==> src/rtl/bch_llr_loader.sv <==
`default_nettype none
// ============================================================================
// Module   : bch_llr_loader
// Purpose  : Collects one frame of signed LLR samples, converts each to a hard
//            decision (sign bit), packs them into a codeword-wide vector and
//            hands the frame to the BCH hard-decision core with a start pulse.
//            Holds the vector and the latched frame configuration until the
//            core reports done.
// Ports    :
//   clk          in   clock
//   rstn         in   synchronous active-low reset
//   frame_start  in   begins a frame (honoured only when idle)
//   n_in         in   codeword length, clamped to 1..N_MAX when latched
//   t_in, m_in   in   correction capability / field degree
//   llr_valid    in   LLR sample valid
//   llr_data     in   signed LLR sample
//   llr_ready    out  loader is accepting samples
//   core_start   out  one-cycle start pulse to the core
//   core_n/t/m   out  latched frame configuration
//   hard_bits    out  packed hard decisions, bit i = sample i
//   core_done    in   one-cycle done pulse from the core (honoured in S_WAIT)
//   busy         out  high whenever a frame is in progress
// Revision : 1.0  initial release
// ============================================================================
module bch_llr_loader #(
   parameter int N_MAX = 1023,
   parameter int LLR_W = 8
) (
   input  logic             clk,
   input  logic             rstn,
   input  logic             frame_start,
   input  logic [9:0]       n_in,
   input  logic [3:0]       t_in,
   input  logic [3:0]       m_in,
   input  logic             llr_valid,
   input  logic [LLR_W-1:0] llr_data,
   output logic             llr_ready,
   output logic             core_start,
   output logic [9:0]       core_n,
   output logic [3:0]       core_t,
   output logic [3:0]       core_m,
   output logic [N_MAX-1:0] hard_bits,
   input  logic             core_done,
   output logic             busy
);

   typedef enum logic [1:0] {
      S_IDLE = 2'd0,
      S_LOAD = 2'd1,
      S_FIRE = 2'd2,
      S_WAIT = 2'd3
   } state_t;

   // 11 bits so the "greater than N_MAX" test cannot wrap for N_MAX = 1023.
   localparam logic [10:0] c_N_MAX = 11'(N_MAX);

   state_t             r_state;
   logic [9:0]         r_cnt;
   logic [9:0]         r_core_n;
   logic [3:0]         r_core_t;
   logic [3:0]         r_core_m;
   logic [N_MAX-1:0]   r_hard_bits;
   logic               r_core_start;
   logic               r_llr_ready;
   logic               r_busy;
   logic [9:0]         w_n_clamp;

   // Length 0 is treated as 1 and anything beyond N_MAX as N_MAX, so the
   // terminal-count compare in S_LOAD always has a reachable target.
   always_comb begin
      w_n_clamp = n_in;
      if (n_in == 10'd0) begin
         w_n_clamp = 10'd1;
      end else if ({1'b0, n_in} > c_N_MAX) begin
         w_n_clamp = c_N_MAX[9:0];
      end
   end

   // Single state register; every output flag is updated on the same edge
   // as the transition that implies it, so all outputs come from flops.
   always_ff @(posedge clk) begin
      if (!rstn) begin
         r_state      <= S_IDLE;
         r_cnt        <= '0;
         r_core_n     <= '0;
         r_core_t     <= '0;
         r_core_m     <= '0;
         r_hard_bits  <= '0;
         r_core_start <= 1'b0;
         r_llr_ready  <= 1'b0;
         r_busy       <= 1'b0;
      end else begin
         r_core_start <= 1'b0;
         case (r_state)
            S_IDLE: begin
               if (frame_start) begin
                  r_core_n    <= w_n_clamp;
                  r_core_t    <= t_in;
                  r_core_m    <= m_in;
                  r_hard_bits <= '0;
                  r_cnt       <= '0;
                  r_llr_ready <= 1'b1;
                  r_busy      <= 1'b1;
                  r_state     <= S_LOAD;
               end
            end
            S_LOAD: begin
               // Ready is high throughout S_LOAD, so valid alone is a handshake.
               if (llr_valid) begin
                  r_hard_bits[r_cnt] <= llr_data[LLR_W-1];
                  r_cnt              <= r_cnt + 10'd1;
                  if (r_cnt == r_core_n - 10'd1) begin
                     r_llr_ready  <= 1'b0;
                     r_core_start <= 1'b1;
                     r_state      <= S_FIRE;
                  end
               end
            end
            S_FIRE: begin
               r_state <= S_WAIT;
            end
            S_WAIT: begin
               if (core_done) begin
                  r_busy  <= 1'b0;
                  r_state <= S_IDLE;
               end
            end
            default: begin
               r_llr_ready <= 1'b0;
               r_busy      <= 1'b0;
               r_state     <= S_IDLE;
            end
         endcase
      end
   end

   assign llr_ready  = r_llr_ready;
   assign core_start = r_core_start;
   assign core_n     = r_core_n;
   assign core_t     = r_core_t;
   assign core_m     = r_core_m;
   assign hard_bits  = r_hard_bits;
   assign busy       = r_busy;

endmodule
`default_nettype wire

==> config.mk <==
export PLATFORM = sky130hd
export DESIGN_NAME = bch_llr_loader
export DESIGN_NICKNAME = d
export VERILOG_FILES = /design/src/rtl/bch_llr_loader.sv
export SDC_FILE = /design/constraint.sdc
export NUM_CORES = 2
export LEC_CHECK = 0
export ABC_CLOCK_PERIOD_IN_PS = 4000
export BUFFER_PORTS_ARGS = -buffer_cell sky130_fd_sc_hd__buf_4
export CORE_AREA = 2 2 413 415
export DETAILED_ROUTE_END_ITERATION = 10
export DIE_AREA = 0 0 415 417
export MAX_ROUTING_LAYER = met4
export PLACE_DENSITY = 0.45
export SYNTH_ARGS = -nofsm -noshare
export SYNTH_HDL_FRONTEND = slang
export SYNTH_SLANG_ARGS = --single-unit
export TNS_END_PERCENT = 20
==> constraint.sdc <==
create_clock -name clk -period 4 [get_ports clk]
set_input_delay 1.2 -clock clk [delete_from_list [all_inputs] [get_ports clk]]
set_output_delay 1.2 -clock clk [all_outputs]
set_load 0.05 [all_outputs]
After elaboration in Yosys (flattened, before gate mapping)
Cells that the tools add are included.

Output and inout port bits: 1044. Register bits after elaboration: 1056. Word-level logic and storage cells: 54. Input port bits: 31.

Magnitude comparators: 2. Equality and inequality tests: 8. Reductions and logical operators: 11. Muxes and demuxes: 22. Add/subtract/negate cells: 2.

Operators with widths (count): 1023-bit two-way mux (2); 1023-bit case mux with 2 select lines (1); 1023-bit bitwise mux (1); 10-bit two-way mux (3); 10-bit case mux with 2 select lines (1); 10-bit by 11-bit < comparator with 1-bit output (second input constant) (1); 10-bit by 1-bit adder with 10-bit output (second input constant) (1); 1-bit demux with 10-bit select (1); 10-bit == test (1); 10-bit by 1-bit >= comparator with 1-bit output (second input constant) (1); 10-bit zero test (1); 10-bit by 1-bit subtractor with 10-bit output (second input constant) (1); 3-bit AND reduction (3); 2-bit two-way mux (4); 2-bit inequality test (second input constant) (4); 2-bit case mux with 4 select lines (1); 4-bit AND reduction (2); 1-bit two-way mux (6); 2-bit == test (second input constant) (2); 1-bit case mux with 2 select lines (2); 2-bit nonzero test (2); 2-bit by 1-bit == test with 1-bit output (second input constant) (1); 2-bit zero test (1); 2-bit AND reduction (1); 1-bit logical AND (1).

Longest topological paths before layout
Depth in word-level cells: 7. Mapped depth: 12. Gate-level depth less buffers: 9.

Worst setup path after synthesis
No wires, ideal clock.

Kind: input to register. From: input frame_start. To: register r_hard_bits[144], in the netlist hard_bits[144]. Path buffers: 3. Stages: 10. Data required time: 3930 ps. Setup time: 70 ps. Slack: 1250 ps. Arrival: 2680 ps. Cells stage by stage: nand2b_1 -> o211ai_2 -> nor2_4 -> nand2_1 -> buf_2 -> buf_6 -> nor2_4 -> buf_2 -> nand3_1 -> a21oi_1.

Word-level cells in the longest chain between the ends: 2.

RTL lines: start, declared (line 31) `input logic frame_start,`; 2-bit inequality test (no source line); 3-bit AND reduction (no source line); end signal, assigned by index (line 110) `r_hard_bits[r_cnt] <= llr_data[LLR_W-1];`; end, declared (line 62) `logic [N_MAX-1:0] r_hard_bits;`.

Every way passes these cells. A chain may end at the register's enable or synchronous reset.

Worst setup path after layout
From: register r_state[1]. To: register r_hard_bits[181], in the netlist hard_bits[181].

Word-level cells in the longest chain between the ends: 3.

RTL lines: start, declared (line 57) `state_t r_state;`; start signal, assigned (line 83) `r_state <= S_IDLE;`; start signal, assigned (line 104) `r_state <= S_LOAD;`; start signal, assigned (line 115) `r_state <= S_FIRE;`; 2-bit by 1-bit == test with 1-bit output / 2-bit zero test (equally long branches) (line 94) `case (r_state)`; 2-bit inequality test (no source line) / 2-bit nonzero test (equally long branches); 3-bit AND reduction (no source line).

Several ways; a longest one is shown, not always the timed one.

==> results <==
- In the post-synthesis netlist, the biggest area contributors are dfxtp_1, o211ai_1, a21oi_1, clkbuf_1, nand3_1.
- The leakage power figure is 0.0209 uW.
- Headroom to the max-slew limit came out at 30.9%.
- After global routing the overflow that remains totals 0.
- The element type at the critical path end is a flip-flop.
- After floorplanning, the core was divided into approximately 150 placement rows.
- For the final routed database, the setup TNS stands at 0 ns.
- Setup slack on the worst reg-to-reg path comes out at 0.68 ns.
- The flow ran to the end, and the final reports show no timing, DRC or antenna violations.
- Each instance of the synthesized netlist takes up on average about 8.5 sq um.
- In this run the worst hold path is classified as flip-flop to flip-flop.
- TritonCTS built the clock tree.
- The post-synthesis to final-layout area growth is 34.6%.
- The synthesized netlist occupies a cell area of about 44000 sq um.
- The deepest level of the CTS H-tree is 4.
- The routed design has 273 mm of wire.
- In this run the worst path has a maximum fanout of 15.
- After clock tree synthesis, the flow added hold-fix buffers numbering 0.
- During synthesis, Yosys emitted a total of 0 warnings.
- Using the TritonRoute via totals, the vias-per-cell ratio works out to roughly 5.7.
- The share of synthesized area in the top cell type comes to 47.8%.
- The total nets after synthesis is about 5200.
- The cell depth of the worst flop-to-flop path is 9.
- Setup repair after global routing left no endpoint under its margin.
- Once detailed placement completed, the half-perimeter wirelength came to around 180 mm.
- Entering global routing, the biggest net connects roughly 150 pins.
- The detailed router's first-iteration violation count is around 5000.
- The global-route total usage across every layer is a little under a third.
- The clock tree buffer depth is 3.
- Once the clock tree was built, the resizer swapped 0 gates to a different size.
- Clock tree synthesis inserted a total of between 100 and 150 buffers.
- The first global-routing pass estimated about 370 mm of wire.
- The transition time of the tightest slew-check pin is 1.04 ns.
- The floorplan step defined a die boundary enclosing around 170000 sq um.
- The number of antenna violations at the first check in global routing is 20.
- The reg-to-reg critical path startpoint is r_state[1]$_SDFFE_PN0P_.
- The detail-routed net length per standard cell is around 33 um.
- The clock insertion delay at the later pin of the skew report is 0.83 ns.
- Summed over all instances, the cell type with the most area after synthesis is dfxtp_1.
- The detailed router placed 47100 vias in this run.
- The tree built by TritonCTS fans out to around 1100 sinks.
- The beginning of the critical path is r_state[1]$_SDFFE_PN0P_.
- The share of layout cells above drive strength 1 is 27.1%.
- VDD sags by at most slightly below 0.0005 V.
- ~1100 I/O pins were placed.
- The smallest clock period supported by the final layout is computed as around 3.3 ns.
- Counting every instance in the synthesized netlist gives 5193.
- Setup violations remaining at the end of the flow were counted as 0.
- Static timing analysis puts the maximum clock frequency at 0.301 GHz.
- The filler-free cell count of the finished design is roughly 8300.
- Synthesis inferred 1056 register bits.
- By instance count, the leading cell after synthesis is dfxtp_1.
- The via count of the first global-routing pass came to between 40000 and 50000.
- The library cell used as clock root buffer is clkbuf_16.
- The hold path endpoint is core_m[1]$_SDFFE_PN0P_.
- The number of hold violations in the final report is 0.
- The type of the worst setup path is flip-flop to flip-flop.
- The most used flip-flop cell after synthesis is dfxtp_1.
- The global placer's final weighted congestion is 0.832.
- Once the floorplan was initialized, standard cells occupied roughly a quarter of the core.
- The floorplan die height is 417 um.
- The final setup skew is between 0.03 and 0.04 ns.
- The number of routed nets with antenna violations is 0.
- Sequential elements use a little under half of the synthesized area.
- The core region is between 150000 and 200000 sq um.
- In this run, synthesis inferred 0 flip-flops with an integrated enable.
- The instance count along the most critical hold path is 2.
- Clock-pin slew was measured on the worst setup and hold paths at around 0.060 ns.
- The net count of the finished layout is 5977.
- The endpoint identified for the worst register-to-register timing path is hard_bits[181]$_SDFFE_PN0P_.
- The number of post-CTS setup repair buffers is 0.
- By count the netlist is led by dfxtp_1, o211ai_1, a21oi_1.
- Power spread over the standard cell area amounts to 462 nW/um^2.
- The first detailed-routing pass took 6 iterations.
- Across the run, the number of max-cap violations was 0.
- The share of the clock period used by the worst path is 83.1%.
- Port buffering added approximately 1100 buffers.
- The placed cell count is 8023.
- The die is 415 um wide.
- The number of design rule violations left after detail routing is 0.
- For the worst setup path, the data required time is between 4 and 5 ns.
- The final count of pins violating max slew is 0.
- Synthesis instantiated 52 different standard cells from the library.
- The startpoint type of the worst setup path is a flip-flop.
- The worst hold path begins at core_m[1]$_SDFFE_PN0P_.
- The arrival time of the worst setup path is around 4.0 ns.
- The share of flip-flops with an asynchronous set or reset is 0%.
-- critical path: stages, from the launching register on --
cell and delay [ns]:
dfxtp_1 0.38, inv_1 0.08, ha_1 0.30, inv_1 0.25
o21ai_0 0.27, nor2b_4 0.49, nand3_2 0.62, buf_4 0.45
o211ai_1 0.20, a21oi_1 0.09
-- cells in the final DEF (no fill, tap or decap), types with 17 or more instances in the layout --
cell       count
nand2_1      201
buf_4       1275
buf_12        43
or3_1        310
nor2_1       304
clkbuf_8      33
nor2_4        30
o21a_1       186
o211ai_1     959
dfxtp_1     1054
clkbuf_1      27
clkbuf_16    134
nand3_1      393
nand3_2       17
a32oi_1       64
o21ai_0       38
a21oi_1      778
-- stage by stage --
step | total power [uW] | utilization (%) | setup WS (ns) | hold slack [ns] | instance area, sq um
after CTS | 27700 | 35.3 | 0.686 | 0.457 | 59500
final | 27500 | 35.3 | 0.676 | 0.453 | 59500
after floorplan | 13400 | - | 1.25 | 0.468 | 44200
after global placement | 15700 | 32.8 | 0.249 | 0.444 | 55300
after detailed placement | 15700 | 32.8 | 0.229 | 0.449 | 55300
after global routing | 28300 | 35.3 | 0.542 | 0.469 | 59500
-- cell families (layout without fill, tap and decap cells) --
kind of cell	after synthesis	in the layout	synth area share, %
adder cells (fa/ha/maj)	9	9	0.255
XOR/XNOR	10	10	0.198
buffers and inverters	716	1553	6.30
other	0	12	0
AO/OA/AOI/OAI	2042	2042	30.3
flip-flops	1056	1056	47.8
multiplexers	2	2	0.0453
AND/OR/NAND/NOR	1358	1358	15.1
-- state kept, by name, summed over array words and instances (netlist names) --
register    cells
core_start      1
core_m          4
r_cnt          10
busy            1
r_state         2
llr_ready       1
core_n         10
hard_bits    1023
core_t          4
-- layer usage --
metal / wire (um) / part of all wire [%] / global-route usage (%)
met2: 126000 / 46 / 47.6
met3: 17400 / 6.4 / 5.46
met5: 0 / 0 / -
met1: 112000 / 41 / 37.8
met4: 18500 / 6.8 / 18.5
-- how the worst max path moves through the flow --
stage	endpoint	slack, ns	depth (start not counted)
6_report	hard_bits[181]$_SDFFE_PN0P_	0.68	9
5_1_grt	hard_bits[176]$_SDFFE_PN0P_	0.54	9
4_1_cts	hard_bits[181]$_SDFFE_PN0P_	0.69	9
3_5_place_dp	hard_bits[181]$_SDFFE_PN0P_	0.23	8
3_3_place_gp	hard_bits[186]$_SDFFE_PN0P_	0.25	8
2_1_floorplan	hard_bits[144]$_SDFFE_PN0P_	1.25	10
-- area by class of cell --
type,count,area (sq um)
sequential,1056,21100
tap,2218,2780
fill,17500,109000
timing repair buffer,1318,10400
inverter,10,45.0
antenna,12,30.0
multi-input combinational,3421,20900
clock inverter,31,324
clock buffer,194,3910
-- power breakdown --
part	internal [uW]	switching [uW]
sequential	10600	86.6
combinational	930	3880
clock	6960	5080
No activity file was read; power rests on OpenSTA's default activity.
